### src/rtl/layer_compositor.sv
// ============================================================================
// layer_compositor: 2-stage N-layer priority compositor with runtime palette
// and per-frame player collision monitor. Optional macro: TRANSPARENCY_EN.
// Revision: 1.0
// ============================================================================
`default_nettype none

module layer_compositor #(
  parameter int NUM_LAYERS = 4,
  parameter int COORD_W    = 10,
  parameter int IDX_W      = 4,
  parameter int COLOR_W    = 8,
  parameter int CNT_W      = 8
) (
  input  logic                        Clk,
  input  logic                        Reset,
  input  logic                        frame_start,
  input  logic                        pix_valid,
  input  logic [COORD_W-1:0]          DrawX,
  input  logic [COORD_W-1:0]          DrawY,
  input  logic [NUM_LAYERS-1:0]       layer_hit,
  input  logic [NUM_LAYERS*IDX_W-1:0] layer_idx,
  input  logic                        pal_we,
  input  logic [IDX_W-1:0]            pal_addr,
  input  logic [3*COLOR_W-1:0]        pal_data,
  output logic                        out_valid,
  output logic [COLOR_W-1:0]          VGA_R,
  output logic [COLOR_W-1:0]          VGA_G,
  output logic [COLOR_W-1:0]          VGA_B,
  output logic [COORD_W-1:0]          out_x,
  output logic [COORD_W-1:0]          out_y,
  output logic                        crash,
  output logic                        crash_frame,
  output logic [CNT_W-1:0]            crash_count
);

  localparam int              PAL_DEPTH = 2 ** IDX_W;
  localparam logic [CNT_W-1:0] CNT_MAX  = {CNT_W{1'b1}};

  // Stage 1 combinational: opacity, priority select, collision
  logic [NUM_LAYERS-1:0] opaque_d;
  logic [IDX_W-1:0]      win_idx_d;
  logic                  collide_d;

  always_comb begin
    opaque_d = '0;
    for (int n = 0; n < NUM_LAYERS; n++) begin
`ifdef TRANSPARENCY_EN
      opaque_d[n] = layer_hit[n] & (layer_idx[n*IDX_W +: IDX_W] != '0);
`else
      opaque_d[n] = layer_hit[n];
`endif
    end
  end

  // Scan from lowest priority upward so the lowest opaque index wins.
  always_comb begin
    win_idx_d = '0;
    for (int n = NUM_LAYERS - 1; n >= 0; n--) begin
      if (opaque_d[n]) win_idx_d = layer_idx[n*IDX_W +: IDX_W];
    end
  end

  assign collide_d = pix_valid & opaque_d[0] & (|opaque_d[NUM_LAYERS-1:1]);

  logic               s1_valid_q;
  logic               s1_collide_q;
  logic [IDX_W-1:0]   s1_idx_q;
  logic [COORD_W-1:0] s1_x_q;
  logic [COORD_W-1:0] s1_y_q;

  always_ff @(posedge Clk) begin
    if (Reset) begin
      s1_valid_q   <= 1'b0;
      s1_collide_q <= 1'b0;
      s1_idx_q     <= '0;
      s1_x_q       <= '0;
      s1_y_q       <= '0;
    end else begin
      s1_valid_q   <= pix_valid;
      s1_collide_q <= collide_d;
      s1_idx_q     <= win_idx_d;
      s1_x_q       <= DrawX;
      s1_y_q       <= DrawY;
    end
  end

  // Palette: S2 samples the pre-write contents when a write hits the same entry.
  logic [3*COLOR_W-1:0] pal_q [PAL_DEPTH];

  always_ff @(posedge Clk) begin
    if (Reset) begin
      for (int i = 0; i < PAL_DEPTH; i++) pal_q[i] <= '0;
    end else if (pal_we) begin
      pal_q[pal_addr] <= pal_data;
    end
  end

  logic                 out_valid_q;
  logic [3*COLOR_W-1:0] rgb_q;
  logic                 crash_q;
  logic [COORD_W-1:0]   out_x_q;
  logic [COORD_W-1:0]   out_y_q;

  always_ff @(posedge Clk) begin
    if (Reset) begin
      out_valid_q <= 1'b0;
      rgb_q       <= '0;
      crash_q     <= 1'b0;
      out_x_q     <= '0;
      out_y_q     <= '0;
    end else begin
      out_valid_q <= s1_valid_q;
      rgb_q       <= s1_valid_q ? pal_q[s1_idx_q] : '0;
      crash_q     <= s1_valid_q & s1_collide_q;
      out_x_q     <= s1_x_q;
      out_y_q     <= s1_y_q;
    end
  end

  // Per-frame collision tracking
  logic             sticky_q;
  logic             crash_frame_q;
  logic [CNT_W-1:0] crash_count_q;
  logic             s1_hit_d;

  assign s1_hit_d = s1_valid_q & s1_collide_q;

  always_ff @(posedge Clk) begin
    if (Reset) begin
      sticky_q      <= 1'b0;
      crash_frame_q <= 1'b0;
      crash_count_q <= '0;
    end else if (frame_start) begin
      crash_frame_q <= sticky_q;
      if (sticky_q && crash_count_q != CNT_MAX) crash_count_q <= crash_count_q + 1'b1;
      sticky_q      <= s1_hit_d;
    end else begin
      sticky_q      <= sticky_q | s1_hit_d;
    end
  end

  assign out_valid   = out_valid_q;
  assign VGA_R       = rgb_q[3*COLOR_W-1 -: COLOR_W];
  assign VGA_G       = rgb_q[2*COLOR_W-1 -: COLOR_W];
  assign VGA_B       = rgb_q[COLOR_W-1   -: COLOR_W];
  assign out_x       = out_x_q;
  assign out_y       = out_y_q;
  assign crash       = crash_q;
  assign crash_frame = crash_frame_q;
  assign crash_count = crash_count_q;

endmodule

`default_nettype wire

### config.mk
export PLATFORM = sky130hd
export DESIGN_NAME = layer_compositor
export DESIGN_NICKNAME = d
export VERILOG_FILES = /design/src/rtl/layer_compositor.sv
export SDC_FILE = /design/constraint.sdc
export NUM_CORES = 1
export LEC_CHECK = 0
export BUFFER_PORTS_ARGS = -buffer_cell sky130_fd_sc_hd__buf_2
export CELL_PAD_IN_SITES_DETAIL_PLACEMENT = 1
export CELL_PAD_IN_SITES_GLOBAL_PLACEMENT = 1
export CORE_ASPECT_RATIO = 0.5
export CORE_MARGIN = 8
export CORE_UTILIZATION = 48
export DETAILED_ROUTE_END_ITERATION = 8
export PLACE_DENSITY = 0.76
export SYNTH_ARGS = -nofsm -noshare
export SYNTH_HDL_FRONTEND = slang
export SYNTH_SLANG_ARGS = --single-unit
### constraint.sdc
create_clock -name Clk -period 3.5 [get_ports Clk]
set_clock_uncertainty 0.1 [all_clocks]
set_input_delay 0.525 -clock Clk [delete_from_list [all_inputs] [get_ports Clk]]
set_output_delay 0.525 -clock Clk [all_outputs]
set_load 0.1 [all_outputs]
# == Yosys cells after proc, flatten, opt, wreduce, memory -nomap -nowiden ==
# Memory sizes are Yosys's and may differ from the RTL's. A register that Yosys moved wholly into a read port is not among the register bits.
# Cells that the tools add are included.
# classes
n_addsub,1
n_eq_ne,1
n_mux,13
bitwise_logic,5
reduce_logical,5
# op_table
operator,n
two-way mux 24 bit,1
OR reduction 24 bit,1
two-way mux 4 bit,5
adder 8 x 1 -> 8 bit (second input constant),1
inequality test 8 bit (second input constant),1
two-way mux 1 bit,7
AND 1 bit,3
OR reduction 3 bit,1
AND reduction 2 bit,1
OR reduction 2 bit,1
logical AND 1 bit,1
NOT 1 bit,1
bitwise OR 1 bit,1
# totals
ff_bits,58
mem_bits_rw,384
inputBits,73
wordCells,38
n_memories,1
# mem_list
memory,words,width,read_ports,rd_ports_with_merged_regs,write_ports,line,rtl
pal_q,16,24,1,1,16,89,logic [3*COLOR_W-1:0] pal_q [PAL_DEPTH];

# == Longest topological paths before layout ==
# depth
ltp_word,5
ltp_mapped,7
mapped_depth_nobuf,5

# == Worst setup path before layout ==
# No wires, ideal clock.
# synth_timing
kind,register to register
startpoint,"register crash_count_q[0], in the netlist crash_count[0]"
endpoint,"register crash_count_q[6], in the netlist crash_count[6]"
setup_time_ns,0.091
arrival_ns,2.031
required_time_ns,3.309
setup_slack_ns,1.278
path_stages_with_launch,6
n_path_buf,0
synth_period_minus_slack_ns,2.222
path_cell_list,dfxtp_1 > ha_1 > nand2_1 > nor2_1 > a41oi_1 > a311oi_1
# synth_via
elab_chain_cells,3
word_cells_on_any_way,4
cone_classes,add/sub: 1; eq/ne: 1; reduce/logical: 2
# synth_lines
item,line,rtl
start: declaration,124,logic [CNT_W-1:0] crash_count_q;
start signal: assignment,136,if (sticky_q && crash_count_q != CNT_MAX) crash_count_q <= crash_count_q + 1'b1;
branches (longest 3 deep; another with adder 8 x 1 -> 8 bit),--,
# Several ways; the timed one is not identified.
# A chain may end at the register's enable or synchronous reset.

==> impl_summary.txt <==
----------------------------------------------------
[Global routing]
  Overall fraction of global-route tracks in use ... 0.230
  Via count of the first global-routing pass ... 12,700
  Pin count of the biggest net entering global routing ... just under 50
  Antenna violations before repair ... 6
  First-pass GRT wire length ... about 85,000 µm
  Global route total overflow ... 0

[Pwr]
  Fraction of power spent switching nets ... 0.244
  Leak pwr ... 8.47 nW
  Clock network fraction of design power ... 0.393
  Power density over cell area ... ~550 mW/mm²
  Max rail drop VDD ... approximately 0.32 mV
  Cell Int Power ... roughly 9.5 mW
  Sequential cell fraction of total power ... 0.512
  Combinational group share of total power ... 0.095
  Design Power ... 12.5 mW
  Reported net switching power ... about 3.0 mW

[Route]
  Top metal layer carrying routed signals ... met5
  Total vias in the final route ... about 12,000
  Mean number of vias per cell ... between 5 and 6
  Length of routed met2 wiring ... 25,000 µm
  Initial drt markers ... 1,159
  First-pass DRT Iterations ... 5
  Routed wire length ... between 50,000 and 60,000 µm
  WL per Instance ... 26.8 µm
  Remaining number of nets flagged by the antenna check after routing ... 0
  Amount of wire on met3 after detailed routing ... around 4200 µm
  Residual DRC count ... 0
  Routed metal-1 wire length ... approximately 27,000 µm

[Timing]
  Maximum frequency from static timing analysis ... roughly 450 MHz
  Final setup violation count ... 0
  Worst slew slack as a fraction of its limit ... 0.363
  Shortest period the worst path allows ... about 2.2 ns
  Total count of max-transition violations in the final report ... 0
  RSZ-0062 raised after global routing ... no
  Post-route fraction of the period consumed by the critical path ... 0.640
  Total Neg Setup Slack ... 0 ns
  Hold Violations, Final ... 0
  Pin slew with the least headroom to its limit ... roughly 0.95 ns

[Layout]
  Net count of the finished layout ... 1,640
  Highest-count cells in the layout ignoring fill and taps ... and2_1, edfxtp_1, mux2i_1
  Layout cells sized above 1 ... 0.168
  Area growth, synth to finish ... 13.5%
  Leading cell type in the layout, fill and taps excluded ... and2_1

[Setup path]
  Critical path capture point type ... flop
  Family with the most delay on the worst path ... flip-flops
  Buffers plus inverters on the worst setup path ... 1
  Arrival time of data at the critical path endpoint ... 2.60 ns
  Req. time, crit path ... ~3.9 ns
  Type of origin of the critical path ... flop
  Slowest stage delay, CP ... between 0.7 and 0.8 ns
  Worst path cell trace ... buf_4 > mux2i_1 > a22oi_1 > nand2_1 > o22ai_1
  Crit path kind ... reg2reg
  Crit path max fanout ... 31
  Worst-path cell with the longest stage delay ... dfxtp_4

[Logic synthesis]
  EDFF count, synth ... about 380
  Avg Synthesized Cell Area ... between 10 and 15 µm²
  Number of register bits inferred by synthesis ... ~470
  Dominant register cell in the synthesized netlist ... edfxtp_1
  Yosys warning total ... 0
  Cell area after synthesis ... ~0.02 mm²
  Number of cells produced by synthesis ... between 1,000 and 1,500
  Syn Nets ... 1,544
  Fraction of the yosys area taken by sequential cells ... 0.659
  Share of synthesized registers carrying an async set or reset ... 0
  Count of unique library cells instantiated by Yosys ... 39

[Worst hold path]
  Tightest Hold Check Type ... in2reg

[Clocking]
  Setup fix buffers added after clock tree synthesis ... 0
  Clock transition at the registers of the reported paths ... roughly 0.07 ns
  Clk sink count ... roughly 470
  Hold_buf cts ... 0
  Maximum clock insertion buffer count ... 3
  CTS H-Tree Depth ... 2
  Cell at the root of the clock tree ... clkbuf_16
  Number of resized instances in the post-cts repair step ... 0
  Source-to-sink clock delay at the later pin of the worst-skew pair ... between 0.5 and 0.6 ns
  CTS buffer count ... between 40 and 50
  Clock tree from TritonCTS ... yes

[Floorplanning]
  Die boundary width ... around 300 µm
  Io pins ... around 130
  Starting density of the core ... 0.482
  Area of the core ... between 0.04 and 0.05 mm²
  DIE AREA ... just under 0.05 mm²
  Std-Cell Rows ... 53
  Overall die height ... about 160 µm

[Placed design]
  DP Wirelength ... between 30,000 and 40,000 µm
  Number of port buffers ... approximately 130
  Final GP Congestion ... 0.798

[Run status]
  Outcome ... complete, no violations

[Flow run]
  Max cap viols ... 0

----------------------------------------------------
final cells by class:
type | instances | area [µm²]
multi-input combinational | 889 | 6380
inverter | 3 | 11.3
clock buffer | 57 | 1180
sequential | 466 | 13200
fill | 4051 | 18800
tap | 550 | 688
antenna | 3 | 7.51
clock inverter | 20 | 256
timing repair buffer | 164 | 1010
cells by family after synthesis:
| logic type | count (synthesis) | share of synthesized area |
|---|---|---|
| AND/OR/NAND/NOR | 548 | 0.164 |
| adder cells (fa/ha/maj) | 1 | 0.000625 |
| flip-flops | 466 | 0.659 |
| buffers and inverters | 115 | 0.0263 |
| AO/OA/AOI/OAI | 144 | 0.0525 |
| multiplexers | 195 | 0.0976 |
| XOR/XNOR | 1 | 0.000438 |
final timing paths:
path | start | to | slack (ns) | cells past startpoint
worst max-delay path | s1_idx_q[0] | rgb_q[13] | 1.26 | 5
worst max register to register | s1_idx_q[0] | rgb_q[13] | 1.26 | 5
worst min register to register | s1_x_q[9] | out_x[9] | 0.34 | 1
worst min-delay path | DrawY[5] | s1_y_q[5] | 0.08 | 2
routing by layer:
metal  vias up  global-route usage
li1       5451                   -
met1      6449               0.343
met2       394               0.343
met3        65              0.0520
met4         2              0.0447
met5         -              0.0141
synth_stat cells, types with 5 or more instances:
library cell  instances  area, µm²
a22oi_1              96        721
and2_1              387       2420
buf_2                25        125
buf_4                13       97.6
clkbuf_1             59        221
clkbuf_2             11       55.1
dfxtp_1              82       1640
edfxtp_1            384      11500
mux2i_1             195       1950
nand2_1              61        229
nand2b_1              5       31.3
nor2_1               18       67.6
nor2b_1              47        294
o22ai_1              25        156
or2_2                17        106
power groups by stage:
stage	sequential, mW	combinational [mW]	clock [mW]
6_report	6.40	1.18	4.91
5_1_grt	6.43	1.25	5.18
4_1_cts	6.41	1.18	4.97
3_5_place_dp	6.53	1.18	0
3_3_place_gp	6.51	1.15	0
2_1_floorplan	6.64	0.597	0
sequential cells by signal (all words and copies together) (netlist names):
| name | cells |
|---|---|
| s1_idx_q | 4 |
| pal_q | 384 |
| s1_collide_q | 1 |
| s1_x_q | 10 |
| rgb_q | 24 |
| s1_y_q | 10 |
| s1_valid_q | 1 |
| crash_frame | 1 |
| sticky_q | 1 |
| crash_count | 8 |
| out_valid | 1 |
| out_x | 10 |
| out_y | 10 |
| crash | 1 |
stage by stage:
step,cells,hold slack [ns],setup slack (ns),util,cell area (µm²)
finish,2152,0.0772,1.26,0.547,22700
global route,2150,0.0734,1.18,0.547,22700
CTS,2149,0.0566,1.29,0.547,22700
detailed placement,2072,0.333,0.822,0.512,21300
global placement,2072,0.315,0.920,0.512,21300
floorplan,1470,0.314,1.28,-,20000
No activity file was read; power rests on OpenSTA's default activity.
